## src/rtl/control_sequencer.sv

```systemverilog
// control_sequencer
//
// Hardwired control unit for the bus-based CPU datapath. A single FSM walks
// every instruction through fetch (T0..T2, with T1W absorbing memory wait
// cycles) and a class-dependent execute tail (T3..T6), then either fetches
// again, idles, or parks in HALT.
//
// Ports
//   clock      : system clock, all state advances on its rising edge
//   clear      : asynchronous active-high reset (forces IDLE, all outputs 0)
//   run        : permits fetch of a new instruction (sampled in IDLE and at
//                the last step of an instruction only)
//   mem_ready  : memory read data valid on Mdatain this cycle
//   ir         : instruction register [31:27] opcode, [26:23] Ra,
//                [22:19] Rb, [18:15] Rc
//   reg_in     : one-hot R0..R15 load enables
//   reg_out    : one-hot R0..R15 bus drives
//   PCout, Zhighout, Zlowout, MDRout, HIout, LOout : bus drive selects
//   PCin, IRin, MARin, MDRin, Yin, Zin, HIin, LOin, IncPC, Read : strobes
//   alu_op     : ALU opcode, 0 whenever the ALU result is not captured
//   halted     : high in HALT
//   state_dbg  : current FSM state, for observation only
//
// Memory read handshake: Read is the request and stays high from T1 until
// the cycle in which mem_ready is seen; that cycle is the transfer, so MDRin
// equals mem_ready while Read is high and the FSM moves on at the following
// edge. mem_ready outside T1/T1W has no effect.

module control_sequencer (
  input  logic        clock,
  input  logic        clear,
  input  logic        run,
  input  logic        mem_ready,
  input  logic [31:0] ir,
  output logic [15:0] reg_in,
  output logic [15:0] reg_out,
  output logic        PCout,
  output logic        Zhighout,
  output logic        Zlowout,
  output logic        MDRout,
  output logic        HIout,
  output logic        LOout,
  output logic        PCin,
  output logic        IRin,
  output logic        MARin,
  output logic        MDRin,
  output logic        Yin,
  output logic        Zin,
  output logic        HIin,
  output logic        LOin,
  output logic        IncPC,
  output logic        Read,
  output logic [4:0]  alu_op,
  output logic        halted,
  output logic [3:0]  state_dbg
);

  typedef enum logic [3:0] {
    IDLE = 4'd0,
    T0   = 4'd1,
    T1   = 4'd2,
    T1W  = 4'd3,
    T2   = 4'd4,
    T3   = 4'd5,
    T4   = 4'd6,
    T5   = 4'd7,
    T6   = 4'd8,
    HALT = 4'd9
  } state_t;

  state_t state, next_state, end_state;

  logic [4:0]  opcode;
  logic [15:0] ra_oh, rb_oh, rc_oh;
  logic        is_rtype, is_muldiv, is_unary, is_nop;
  logic        unused_ir;

  assign opcode    = ir[31:27];
  assign ra_oh     = 16'h0001 << ir[26:23];
  assign rb_oh     = 16'h0001 << ir[22:19];
  assign rc_oh     = 16'h0001 << ir[18:15];
  assign unused_ir = ^ir[14:0];

  assign is_rtype  = (opcode >= 5'b00011) && (opcode <= 5'b01110);
  assign is_muldiv = (opcode == 5'b10000) || (opcode == 5'b01111);
  assign is_unary  = (opcode == 5'b10001) || (opcode == 5'b10010);
  assign is_nop    = (opcode == 5'b11010);

  assign state_dbg = state;

  always_ff @(posedge clock or posedge clear) begin
    if (clear) state <= IDLE;
    else       state <= next_state;
  end

  always_comb begin
    next_state = state;
    // Where the FSM goes after the final step of any instruction.
    end_state  = run ? T0 : IDLE;
    reg_in     = '0;
    reg_out    = '0;
    PCout      = 1'b0;
    Zhighout   = 1'b0;
    Zlowout    = 1'b0;
    MDRout     = 1'b0;
    HIout      = 1'b0;
    LOout      = 1'b0;
    PCin       = 1'b0;
    IRin       = 1'b0;
    MARin      = 1'b0;
    MDRin      = 1'b0;
    Yin        = 1'b0;
    Zin        = 1'b0;
    HIin       = 1'b0;
    LOin       = 1'b0;
    IncPC      = 1'b0;
    Read       = 1'b0;
    alu_op     = '0;
    halted     = 1'b0;

    case (state)
      IDLE: begin
        if (run) next_state = T0;
      end
      T0: begin
        PCout      = 1'b1;
        MARin      = 1'b1;
        IncPC      = 1'b1;
        Zin        = 1'b1;
        next_state = T1;
      end
      T1: begin
        Zlowout    = 1'b1;
        PCin       = 1'b1;
        Read       = 1'b1;
        MDRin      = mem_ready;
        next_state = mem_ready ? T2 : T1W;
      end
      T1W: begin
        Read  = 1'b1;
        MDRin = mem_ready;
        if (mem_ready) next_state = T2;
      end
      T2: begin
        MDRout = 1'b1;
        IRin   = 1'b1;
        // The class decision here uses ir as presented during T2.
        if (is_rtype || is_muldiv || is_unary) next_state = T3;
        else if (is_nop)                       next_state = end_state;
        else                                   next_state = HALT;
      end
      T3: begin
        reg_out = rb_oh;
        if (is_unary) begin
          alu_op = opcode;
          Zin    = 1'b1;
        end else begin
          Yin = 1'b1;
        end
        next_state = T4;
      end
      T4: begin
        if (is_unary) begin
          Zlowout    = 1'b1;
          reg_in     = ra_oh;
          next_state = end_state;
        end else begin
          reg_out    = rc_oh;
          alu_op     = opcode;
          Zin        = 1'b1;
          next_state = T5;
        end
      end
      T5: begin
        Zlowout = 1'b1;
        if (is_muldiv) begin
          LOin       = 1'b1;
          next_state = T6;
        end else begin
          reg_in     = ra_oh;
          next_state = end_state;
        end
      end
      T6: begin
        Zhighout   = 1'b1;
        HIin       = 1'b1;
        next_state = end_state;
      end
      HALT: begin
        halted = 1'b1;
      end
      default: next_state = IDLE;
    endcase
  end

endmodule

```

## config.mk

```make
export PLATFORM = sky130hd
export DESIGN_NAME = control_sequencer
export DESIGN_NICKNAME = d
export VERILOG_FILES = /design/src/rtl/control_sequencer.sv
export SDC_FILE = /design/constraint.sdc
export NUM_CORES = 1
export LEC_CHECK = 0
export CORE_MARGIN = 2
export CORE_UTILIZATION = 35
export DETAILED_ROUTE_END_ITERATION = 10
export HOLD_SLACK_MARGIN = 0.15
export PLACE_DENSITY = 0.87
export SETUP_SLACK_MARGIN = 0.05
export SYNTH_ARGS = -nofsm -noshare
export SYNTH_HDL_FRONTEND = slang
export SYNTH_SLANG_ARGS = --single-unit
```

## constraint.sdc

```tcl
create_clock -name clock -period 4.29 [get_ports clock]
set_clock_uncertainty 0.2 [all_clocks]
set_input_delay 0.858 -clock clock [delete_from_list [all_inputs] [get_ports clock]]
set_output_delay 0.858 -clock clock [all_outputs]
set_load 0.02 [all_outputs]
```

======== After elaboration in Yosys (flattened, before gate mapping) ========
Cells that the tools add are included.
word-level totals
  register bits after elaboration ......... 4
  bits of input ports ..................... 36
  output and inout bits ................... 58
cells by class
  $lt $le $gt $ge ......................... 2
  equal/unequal tests ..................... 16
  shift operators ......................... 3
  mux-type cells .......................... 31
  bitwise logic cells ..................... 1
  reduce and logical (&&, ||, !) cells .... 9
operator list
  cell                                                                                  count
  16-bit one-hot mux with 2 select lines                                                2
  16-bit two-way mux                                                                    3
  1-bit by 4-bit << shifter with 16-bit output (first input constant)                   3
  4-bit one-hot mux with 10 select lines                                                1
  5-bit equality test (second input constant)                                           4
  4-bit two-way mux                                                                     5
  4-bit by 3-bit equality test with 1-bit output (second input constant)                4
  1-bit two-way mux                                                                     13
  5-bit two-way mux                                                                     2
  5-bit one-hot mux with 2 select lines                                                 1
  4-bit by 2-bit equality test with 1-bit output (second input constant)                2
  4-bit equality test (second input constant)                                           2
  3-bit two-way mux                                                                     2
  5-bit by 4-bit equality test with 1-bit output (second input constant)                1
  5-bit by 2-bit greater-or-equal comparator with 1-bit output (second input constant)  1
  5-bit by 4-bit less-or-equal comparator with 1-bit output (second input constant)     1
  4-bit by 1-bit equality test with 1-bit output (second input constant)                1
  4-bit zero test                                                                       1
  1-bit logical OR                                                                      4
  2-bit inequality test (second input constant)                                         2
  2-bit OR reduction                                                                    2
  1-bit one-hot mux with 3 select lines                                                 1
  3-bit AND reduction                                                                   1
  1-bit one-hot mux with 2 select lines                                                 1
  other kinds (2)                                                                       2

======== Longest topological paths before layout ========
  word-level depth ........................ 6
  gate-level depth with buffers ........... 5
  gate-level depth less buffers ........... 4

======== Least setup slack after synthesis ========
Ideal clock, no wire load.
  path kind ............................... input-to-output
  start point ............................. in ir[28]
  end point ............................... out reg_in[14]
  data arrival time ....................... 2.299 ns
  required time ........................... 3.232 ns
  path slack .............................. 0.933 ns
  cell stages on the path ................. 5
  cells stage by stage .................... buf_6 > a211oi_2 > o21ai_2 > and2_2 > nor4_1
between the ends
  longest elaborated chain between the ends .. 4
  elaborated cells between the ends (all ways) .. 9
ends and longest elaborated chain
  item                                               RTL line  RTL
  start, declared                                    34        input logic [31:0] ir,
  5-bit equality test, or another cell as far along  85        assign is_muldiv = (opcode == 5'b10000) || (opcode == 5'b01111);
  1-bit logical OR, on equally long branches         85, 86
  16-bit two-way mux, on equally long branches       176, 163
  16-bit one-hot mux with 2 select lines *           121       case (state)
  end, declared                                      35        output logic [15:0] reg_in,
Mark *: on every way between the ends. The rest lies on a longest branch, timed or not.

======== Worst setup path after layout ========
  start point ............................. in ir[30]
  end point ............................... out reg_in[13]
Same word-level chain as after synthesis.

==> flow_summary.toml <==
[clock_tree]
cts_tree = "done"
clockRootBuffer = "clkbuf_4"
cts.hold.buffers_added = 0
cts_max_level = 1
total_number_of_clock_tree_sinks = 4
clk-insertion-delay-late_ps = 230
cts_max_path_buffers = 2
clk_transition_reported_paths_ps = 40
tritoncts.num_buffers = 3

[setup_path]
critical_path_required_ps = 3230
critPathMaxFanout = 7
cp_data_arrival_time_ps = 3140
setup.worst_path.class = "primary input to output pin"
critical_path.top_delay_family = "buffers and inverters"
crit_path_start_kind = "primary input"
crit-reg2reg-capture = "state_dbg[0]"
timing.critical_path.mode_cell = "clkdlybuf4s50_1"
regToRegSetupSlack_ps = 2370
timing.critical_path.slowest_cell_delay_ps = 610
reg2reg_depth = 5
timing.critical_path.slowest_stage_cell = "clkdlybuf4s50_1"
critical_path.cell_chain = "clkdlybuf4s50_1 > a211oi_2 > o21ai_2 > a2111oi_4 > and3_1 > clkdlybuf4s50_1"
nature_of_the_critical_path_endpoint = "output pin"
timing.critical_path.buf_inv = 2
reg2reg_from = "state_dbg[2]"

[detailed_routing]
via_count = 1470
wl_met2_mm = 1.79
dr.first_iter.drc_count = 88
post_drt_via_cell_ratio = 5.25
drc = 0
highest_layer = "met4"
drt-met1-wl_mm = 1.63
dr.pass1.iters = 4
routedWlPerCell_um = 13.5
routed-wl-met3_um = 354
finalWirelength_mm = 3.79
detail-route-antenna-nets = 0

[global_routing]
globalRouteOverflowTotal = 0
grt_pass1_vias = 1308
wire_length_of_the_first_global_routing_pass_mm = 5.67
grtUsageTotal_pct = 19.8
antenna_found_initial = 0
maximum_number_of_pins_on_one_net_before_global_route_repair = 17

[worst_hold_path]
holdCritStartpoint = "state_dbg[3]"
holdPathEnd = "state_dbg[1]"
hold_path.class = "register to register"
holdPathStages = 1

[place]
placedInstanceArea_mm2 = 0.00192
placed_cells = 276
placer_s_final_routability_congestion_estimate = 0.838
io_buffers = 76
detailedPlacementHpwl_mm = 2.95

[floorplanning]
chipWidth_um = 60.5
design.core.area_mm2 = 0.00305
std_cell_rows = 20
pin_count = 94
dieArea_mm2 = 0.00366
die_height_um = 60.5
initial_utilization_pct = 36.6

[finish]
number_of_flip_flops_in_the_largest_register = 4
design.final.nets = 274
stdcell_area_mm2 = 0.00200
post_layout_nonfiller_instances = 280
drive_gt1_share_pct = 13.6
flow.area_growth_from_synthesis_pct = 78.7
antennaDiodeCount = 0

[timing]
timing.fmax_ghz = 0.238
unrepaired_setup_endpoints_after_global_routing = "yes"
finalWorstPathRequiredPeriod_ps = 4190
final.period_utilization_pct = 97.8
hold_viol = 0
worst_pin_slew_ps = 506
slew_headroom_pct = 66.3
timing.final.setup_violations = 0
timing.final.max_slew_violations = 0

[power]
cellLeakagePower_uw = 0.000769
ir_worst_vdd_v = 0.000376
p_per_area_mw_per_mm2 = 382

[job]
cap_violations = 0

[synth]
synth-seq-cells = 4
ys_async_sr_fraction_pct = 100
netlist-cell-type-count = 47
synth-main-ff-cell = "dfrtp_1"
yosysSeqAreaShare_pct = 8.95
synth-edff-count = 0
synth_warnings = 0
avgSynthCellArea_um2 = 7.04
netlist_area_mm2 = 0.00112
cell_count_after_synthesis = 159

[status]
result_of_the_run = "complete, no violations"
-- logic make-up after synthesis --
family	Yosys count	share of synthesized area [%]
flops	4	8.95
xor+xnor	2	2.24
compound gates	43	31.9
simple gates	84	44.6
mux	1	1.01
other cells	1	0.335
buf+inv	24	11.0
-- cells in the final DEF (no fill, tap or decap), types with 2 or more instances in the layout --
cell type and n:
and3_1 3, o22ai_1 12, dfrtp_1 4, a32o_1 4, nand4bb_1 2, a2111oi_4 3, and2_2 2, nand2_1 11
and2_1 14, nand2b_1 6, dlymetal6s2s_1 2, o21ai_0 5, clkbuf_4 3, or2_2 3, a21oi_1 2, nand4_1 3
buf_4 9, nor3_1 4, nor3b_2 2, clkdlybuf4s50_1 74, a31oi_1 3, nand3b_1 3, conb_1 2, a311o_1 2
nor4_1 4, nor2_1 16, nor2b_1 2, inv_1 12, nand3_1 5
-- cell type report --
class,instances,area (um2)
multi-input cells,132,943
clock buffers,3,22.5
well taps,44,55.1
fillers,299,1050
repair buffers,85,833
flip-flops and latches,4,100
inverters,12,45.0
-- layer usage --
metal  vias to the layer above  global-route usage, %
met1                       658                   25.3
met2                        71                   35.1
met3                         2                   3.62
li1                        739                      -
met5                         -                      0
met4                         0                   3.73
-- worst max-delay path by stage --
stage | from | endpoint | slack (ps) | depth (start not counted)
5_1_grt | ir[30] | reg_in[13] | -20 | 6
3_5_place_dp | ir[28] | reg_in[13] | 20 | 7
2_1_floorplan | ir[28] | reg_in[14] | 930 | 5
3_3_place_gp | ir[28] | reg_in[13] | 70 | 7
6_report | ir[30] | reg_in[13] | 100 | 6
4_1_cts | ir[28] | reg_in[13] | 20 | 7
-- report_power, final --
group / switching (uW) / internal, uW / leakage (uW)
Combinational: 318 / 284 / 0.000705
Clock: 13.8 / 31.2 / 0.0000138
Sequential: 61.8 / 54.7 / 0.0000505
Total: 394 / 370 / 0.000769
-- cells in the mapped netlist, types with 2 or more instances --
cell,n,area [um2]
nand4_1,3,18.8
and2_1,14,87.6
clkbuf_1,3,11.3
nor3b_2,2,25.0
buf_4,6,45.0
o22ai_1,12,75.1
nand2b_1,6,37.5
a21oi_1,2,10.0
a31oi_1,4,25.0
nand3_1,5,25.0
nand4bb_1,2,22.5
nand3b_1,3,22.5
nor2b_1,2,12.5
dfrtp_1,4,100
or2_2,3,18.8
nor4_1,4,25.0
and2_2,2,15.0
nor3_1,4,20.0
o21ai_0,5,25.0
buf_2,2,10.0
inv_1,12,45.0
a2111oi_2,3,45.0
nand2_1,11,41.3
a311o_1,2,20.0
and3_1,3,18.8
a32o_1,4,40.0
nor2_1,16,60.1
-- timing repair --
item	CTS	global route
buffers inserted	0	1
gates resized for setup	0	6
pin swaps	0	1
setup endpoints to repair	6	32
-- metrics by stage --
stage          utilization [%]  hold slack [ps]  setup WS, ps  total power [uW]  setup TNS, ps
6_report                  65.5              461          95.2               763              0
5_1_grt                   65.5              528         -22.2               823          -30.3
4_1_cts                   63.6              462          18.1               749              0
3_5_place_dp              62.9              451          22.8               699              0
3_3_place_gp              62.9              445          73.4               692              0
2_1_floorplan                -              424           933               479              0
Note: power is estimated with default switching activity, not from simulation.
